**src/rtl/toy_dispatch_sched_if.sv**
```systemverilog
// Bundle/dispatch interface between the decode stage, the dispatch scheduler
// and the dispatch crossbar.
//
// Handshake: upstream raises bndl_vld with a payload (bndl_lane_vld, bndl_goto)
// and keeps that payload stable until it sees bndl_rdy high in the same cycle
// as bndl_vld. bndl_rdy high while bndl_vld is high means the bundle is consumed
// at that clock edge. bndl_rdy is also high during flush, which discards the
// bundle. v_eu_vld / eu_issue_vld are per-cycle grants with no handshake back.
interface toy_dispatch_sched_if #(
  parameter int LANE_NUM = 4,
  parameter int EU_NUM   = 4
);
  logic                         bndl_vld;
  logic                         bndl_rdy;
  logic [LANE_NUM-1:0]          bndl_lane_vld;
  logic [LANE_NUM*EU_NUM-1:0]   bndl_goto;
  logic [EU_NUM-1:0]            eu_rdy;
  logic                         flush;
  logic [LANE_NUM-1:0]          v_eu_vld;
  logic [EU_NUM-1:0]            eu_issue_vld;

  // Decode/EU side driving the scheduler
  modport master (
    output bndl_vld, bndl_lane_vld, bndl_goto, eu_rdy, flush,
    input  bndl_rdy, v_eu_vld, eu_issue_vld
  );

  // Scheduler side
  modport slave (
    input  bndl_vld, bndl_lane_vld, bndl_goto, eu_rdy, flush,
    output bndl_rdy, v_eu_vld, eu_issue_vld
  );
endinterface

```
**src/rtl/toy_dispatch_sched.sv**
```systemverilog
// In-order dispatch scheduler. Grants decode-bundle lanes to the dispatch
// crossbar in program order, at most one lane per EU class per cycle, honouring
// per-class backpressure, and holds the bundle until every valid lane issued.
module toy_dispatch_sched #(
  parameter int LANE_NUM = 4,
  parameter int EU_NUM   = 4,
  parameter int STALL_W  = 8
) (
  input  logic               clk,
  input  logic               rst_n,
  toy_dispatch_sched_if.slave bus,
  output logic               goto_err,
  output logic [STALL_W-1:0] stall_cnt,
  output logic               busy
);

  typedef enum logic {
    ST_IDLE = 1'b0,
    ST_PART = 1'b1
  } state_t;

  localparam logic [EU_NUM-1:0] EU_ONE = {{(EU_NUM-1){1'b0}}, 1'b1};

  state_t              state;
  logic [LANE_NUM-1:0] done_q;
  logic [LANE_NUM-1:0] pending;
  logic [LANE_NUM-1:0] grant;
  logic [LANE_NUM-1:0] classless;
  logic [LANE_NUM-1:0] multi_hot;
  logic [EU_NUM-1:0]   cls_oh [LANE_NUM];
  logic [EU_NUM-1:0]   used;
  logic                blocked;
  logic                rdy;
  logic                complete;
  logic                goto_bad;

  assign pending = {LANE_NUM{bus.bndl_vld}} & bus.bndl_lane_vld & ~done_q;

  // Per-lane decode: class is the lowest set goto bit; flag empty and multi-hot fields
  always_comb begin
    for (int i = 0; i < LANE_NUM; i++) begin
      cls_oh[i]    = bus.bndl_goto[i*EU_NUM +: EU_NUM]
                   & (~bus.bndl_goto[i*EU_NUM +: EU_NUM] + EU_ONE);
      classless[i] = (bus.bndl_goto[i*EU_NUM +: EU_NUM] == '0);
      multi_hot[i] = |(bus.bndl_goto[i*EU_NUM +: EU_NUM]
                   & (bus.bndl_goto[i*EU_NUM +: EU_NUM] - EU_ONE));
    end
  end

  // Program-order grant scan; the first pending lane that cannot go blocks all younger lanes
  always_comb begin
    grant   = '0;
    used    = '0;
    blocked = 1'b0;
    for (int i = 0; i < LANE_NUM; i++) begin
      if (pending[i] && !blocked) begin
        if (classless[i]) begin
          grant[i] = 1'b1;
        end else if (((cls_oh[i] & bus.eu_rdy) != '0) && ((cls_oh[i] & used) == '0)) begin
          grant[i] = 1'b1;
          used     = used | cls_oh[i];
        end else begin
          blocked = 1'b1;
        end
      end
    end
    // Flush and reset suppress every grant
    if (bus.flush || !rst_n) begin
      grant = '0;
      used  = '0;
    end
  end

  assign rdy      = bus.flush | (bus.bndl_vld & ((pending & ~grant) == '0));
  assign complete = bus.bndl_vld & rdy;
  assign goto_bad = |(pending & multi_hot);

  assign bus.v_eu_vld     = grant;
  assign bus.eu_issue_vld = used;
  assign bus.bndl_rdy     = rst_n & rdy;
  assign busy             = (state == ST_PART);

  // Bundle-progress FSM: tracks dispatched lanes and whether a bundle is part-issued
  always_ff @(posedge clk or negedge rst_n) begin
    if (!rst_n) begin
      state  <= ST_IDLE;
      done_q <= '0;
    end else begin
      if (bus.flush || complete) begin
        done_q <= '0;
      end else begin
        done_q <= done_q | grant;
      end
      case (state)
        ST_IDLE: if (!bus.flush && (grant != '0) && !complete) state <= ST_PART;
        ST_PART: if (bus.flush || complete)                    state <= ST_IDLE;
        default: state <= ST_IDLE;
      endcase
    end
  end

  // No-progress counter and sticky malformed-goto flag
  always_ff @(posedge clk or negedge rst_n) begin
    if (!rst_n) begin
      stall_cnt <= '0;
      goto_err  <= 1'b0;
    end else begin
      if (bus.flush || !bus.bndl_vld || (grant != '0)) begin
        stall_cnt <= '0;
      end else if ((pending != '0) && (stall_cnt != '1)) begin
        stall_cnt <= stall_cnt + STALL_W'(1);
      end
      if (goto_bad) goto_err <= 1'b1;
    end
  end

endmodule

```
**src/flat_wrapper.sv**
```systemverilog
// flat-port wrapper written by rule: the top's interface ports become plain ports
module toy_dispatch_sched_flat 
#(
  parameter int LANE_NUM = 4,
  parameter int EU_NUM   = 4,
  parameter int STALL_W  = 8
)
  (clk, rst_n, goto_err, stall_cnt, busy, bus_bndl_vld, bus_bndl_lane_vld, bus_bndl_goto, bus_eu_rdy, bus_flush, bus_bndl_rdy, bus_v_eu_vld, bus_eu_issue_vld);
  toy_dispatch_sched_if #(.LANE_NUM(LANE_NUM), .EU_NUM(EU_NUM)) bus_i ();
  input  logic clk;
  input  logic rst_n;
  output logic goto_err;
  output logic [STALL_W-1:0] stall_cnt;
  output logic busy;
  input wire logic [$bits(bus_i.bndl_vld)-1:0] bus_bndl_vld;
  input wire logic [$bits(bus_i.bndl_lane_vld)-1:0] bus_bndl_lane_vld;
  input wire logic [$bits(bus_i.bndl_goto)-1:0] bus_bndl_goto;
  input wire logic [$bits(bus_i.eu_rdy)-1:0] bus_eu_rdy;
  input wire logic [$bits(bus_i.flush)-1:0] bus_flush;
  output wire logic [$bits(bus_i.bndl_rdy)-1:0] bus_bndl_rdy;
  output wire logic [$bits(bus_i.v_eu_vld)-1:0] bus_v_eu_vld;
  output wire logic [$bits(bus_i.eu_issue_vld)-1:0] bus_eu_issue_vld;
  assign bus_i.bndl_vld = bus_bndl_vld;
  assign bus_i.bndl_lane_vld = bus_bndl_lane_vld;
  assign bus_i.bndl_goto = bus_bndl_goto;
  assign bus_i.eu_rdy = bus_eu_rdy;
  assign bus_i.flush = bus_flush;
  assign bus_bndl_rdy = bus_i.bndl_rdy;
  assign bus_v_eu_vld = bus_i.v_eu_vld;
  assign bus_eu_issue_vld = bus_i.eu_issue_vld;
  toy_dispatch_sched #(.LANE_NUM(LANE_NUM), .EU_NUM(EU_NUM), .STALL_W(STALL_W)) u_core (.clk(clk), .rst_n(rst_n), .bus(bus_i), .goto_err(goto_err), .stall_cnt(stall_cnt), .busy(busy));
endmodule
```
**config.mk**
```make
export PLATFORM = sky130hd
export DESIGN_NAME = toy_dispatch_sched_flat
export DESIGN_NICKNAME = d
export VERILOG_FILES = /design/src/rtl/toy_dispatch_sched_if.sv /design/src/rtl/toy_dispatch_sched.sv /design/src/flat_wrapper.sv
export SDC_FILE = /design/constraint.sdc
export NUM_CORES = 1
export LEC_CHECK = 0
export ABC_CLOCK_PERIOD_IN_PS = 4900
export CORE_MARGIN = 2
export CORE_UTILIZATION = 32
export DETAILED_ROUTE_END_ITERATION = 7
export GPL_TIMING_DRIVEN = 0
export HOLD_SLACK_MARGIN = 0.05
export PLACE_DENSITY = 0.57
export SKIP_LAST_GASP = 1
export SLEW_MARGIN = 10
export SYNTH_ARGS = -nofsm -noshare
export SYNTH_HDL_FRONTEND = slang
export SYNTH_SLANG_ARGS = --single-unit
```
**constraint.sdc**
```tcl
create_clock -name clk -period 4.9 [get_ports clk]
set_input_delay 0.98 -clock clk [delete_from_list [all_inputs] [get_ports clk]]
set_output_delay 0.98 -clock clk [all_outputs]
set_load 0.02 [all_outputs]
```
==> metrics.yaml <==
status: "finished, final reports clean"
slew-limit-headroom: 0.4422
r2r_end: "u_core.busy"
hold_path.class: "reg2reg"
postRouteAntennaNets: 0
p_leak_nw: 0.9328
final_max_slew_viol_count: 0
grt_overflow: 0
r2r_cells: 11
antenna_found_initial: 0
tightest_slew_ps: 829.1
wl_per_cell_um: 15.07
root_buffer: "clkbuf_8"
clkTransAtPathRegs_ps: 60
hold_start: "u_core.goto_err"
synth_edf_count: 0
maxCapViolCount: 0
fmax_mhz: 208.9
via_count: 1809
swShare: 0.3411
synth.distinct_cells: 69
start_util: 0.3285
power.internal_mw: 0.2606
layout-drive-gt1-share: 0.1977
path_class: "in2out"
grt_pass1_vias: 1710
ys_ff_latch: 14
cts_buffer_depth: 2
holdPathEnd: "u_core.goto_err"
cts.sinks: 14
r2r_slack_ps: 2160
hold_viol_final: 0
yosysWarnings: 0
synth_fp_nets: 237
cts_tree: "done"
clk_latency_ps: 250
ioPinCount: 47
drt_iter0_drc: 120
peakVddDrop_uv: 109.1
ys_async_sr_fraction: 1.000
syn2layout_area_growth_pct: 43.66
cp_slowest_cell: "clkdlybuf4s50_1"
dieArea_um2: 5768
io_buffers: 41
setup_violations: 0
critPathCaptureType: "primary output"
coreArea_um2: 5042
critPathArrivalTime_ps: 3810
combPwrFrac: 0.405
fin_crit_ps: 4788
syn_area_um2: 1657
critPathMaxFanout: 6
grt_pass1_wl_um: 8631
min_period_over_period: 0.9770
critPathMaxStageDelay_ps: 560
ys.flop_type: "dfrtp_1"
rsz0062_at_grt: "true"
p_total_mw: 0.3955
num_rows: 26
final_util: 0.4720
r2r-start: "u_core.done_q[0]"
htree_levels: 1
start_kind: "primary input"
hold_depth: 1
switchingPower_mw: 0.1349
fin_skew_ps: 1.808
die_h_um: 75.95
yosysSeqAreaShare: 0.2115
ctsHoldBuffers: 0
cts-buffers-inserted: 3
fill_cells: 535
power_density_nw_per_um2: 166.2
path_cells: "clkdlybuf4s50_1 -> inv_1 -> a22oi_4 -> o211ai_1 -> a32oi_2 -> a21o_1 -> o311a_2 -> o311ai_4 -> buf_6 -> a221oi_4 -> and2_1 -> clkbuf_2"
drcViolationCount: 0
power_frac_seq: 0.309
dpl.hpwl_um: 3727
grt_max_degree: 17
routed_wl_um: 5018
power.clock.fraction: 0.286
cp.required_ps: 3920
viasPerCell: 5.432
synth_area_per_cell_um2: 7.964
nets: 293
gp_congestion: 0.8351
antenna_cells: 0
die_x_um: 75.95
netlist_instances: 208
firstDrtPassIters: 4
grt_usage: 0.1777
-- Yosys cell counts, types with 3 or more instances --
master     n  area (um2)
o31ai_1    3       22.52
nand3b_1   3       22.52
nor4b_2    3       45.04
nand4_1    4       25.02
xor2_1     4       35.03
nand3_1    8       40.04
a32oi_1    3       26.28
o21ai_0    4       20.02
nor4_1     5       31.28
xnor2_1    3       26.28
nor2b_1    6       37.54
nand2b_1   4       25.02
inv_1     12       45.04
nand2_1   14       52.55
dfrtp_1   14       350.3
nor3_1     8       40.04
a21oi_1   11       55.05
and3_1     4       25.02
clkbuf_1   3       11.26
buf_2      4       20.02
a31oi_1    4       25.02
maj3_1     3       30.03
nor2_1    28       105.1
-- cells by family after synthesis --
logic type | after synthesis | synth area share
xor gates and xnor gates | 7 | 0.03701
muxes | 1 | 0.006043
adders and majority gates | 4 | 0.02568
buffers and inverters | 21 | 0.05740
and+or+nand+nor | 103 | 0.3588
AOI/OAI and AO/OA | 58 | 0.3036
DFF | 14 | 0.2115
-- cells in the final DEF, fill, tap and decap left out, types with 6 or more instances in the layout --
master           instances
a21oi_1                 11
buf_4                    9
clkdlybuf4s50_1         29
dfrtp_1                 14
dlygate4sd2_1            6
inv_1                   12
nand2_1                 14
nand3_1                  8
nor2_1                  28
nor2b_1                  6
nor3_1                   8
-- sequential cells by signal, indices dropped and copies added, names as in the netlist --
name	count
u_core.goto_err	1
u_core.stall_cnt	8
u_core.done_q	4
u_core.busy	1
-- final cells by class --
cell class / count / area, um2 / area share
Multi-Input combinational cell: 173 / 1310 / 0.5505
Timing Repair Buffer: 51 / 474.2 / 0.1993
Sequential cell: 14 / 350.3 / 0.1472
Tap cell: 70 / 87.58 / 0.03680
Buffer: 9 / 57.56 / 0.02419
Clock buffer: 4 / 55.05 / 0.02313
Inverter: 12 / 45.04 / 0.01893
-- routing by layer --
| metal | vias to the layer above | track usage | wire (um) |
|---|---|---|---|
| met5 | - | 0 | 0 |
| met2 | 45 | 0.2875 | 2363 |
| met1 | 860 | 0.2559 | 2375 |
| li1 | 900 | - | - |
| met3 | 4 | 0.03214 | 258 |
| met4 | 0 | 0.02000 | 21 |
-- repair_timing --
item / 4_1_cts / 5_1_grt
endpoints found under the setup margin: 6 / 7
resized for setup: 16 / 21
setup buffers: 6 / 4
gates cloned: 0 / 0
pin swaps: 6 / 13
-- worst max-delay path: cells and delay by family --
family                 cells  cell delay [ps]
buffers and inverters      4             1010
AO/OA/AOI/OAI              7             1650
AND/OR/NAND/NOR            1              160
-- worst max-delay path by stage --
stage	start	slack (ps)	cells after the start	end
final	bus_eu_rdy[0]	110	12	bus_bndl_rdy
after global routing	bus_bndl_goto[5]	-80	13	bus_bndl_rdy
after CTS	bus_bndl_goto[5]	-150	13	bus_bndl_rdy
after detailed placement	bus_bndl_vld	-800	11	bus_bndl_rdy
after global placement	bus_bndl_vld	-790	11	bus_bndl_rdy
after floorplan	bus_bndl_goto[1]	770	10	bus_bndl_rdy
-- power groups by stage --
| stage | registers, mW | clock network (mW) | logic (mW) |
|---|---|---|---|
| 2_1_floorplan | 0.127 | 0 | 0.0833 |
| 3_3_place_gp | 0.124 | 0 | 0.142 |
| 3_5_place_dp | 0.124 | 0 | 0.142 |
| 4_1_cts | 0.122 | 0.116 | 0.153 |
| 5_1_grt | 0.123 | 0.125 | 0.174 |
| 6_report | 0.122 | 0.113 | 0.160 |
-- per-stage QoR --
step	hold WS (ps)	worst slack (ps)	TNS [ps]	cell area, um2	cells
after floorplan	457.2	771.9	0	1657	208
after global routing	531.9	-77.04	-77.04	2380	333
after detailed placement	464.4	-800.2	-2147	2155	319
after CTS	478.2	-148.1	-148.1	2301	329
after global placement	472.3	-787.9	-2169	2155	319
final	476.4	112.5	0	2380	333
No activity file was read; power rests on OpenSTA's default activity.
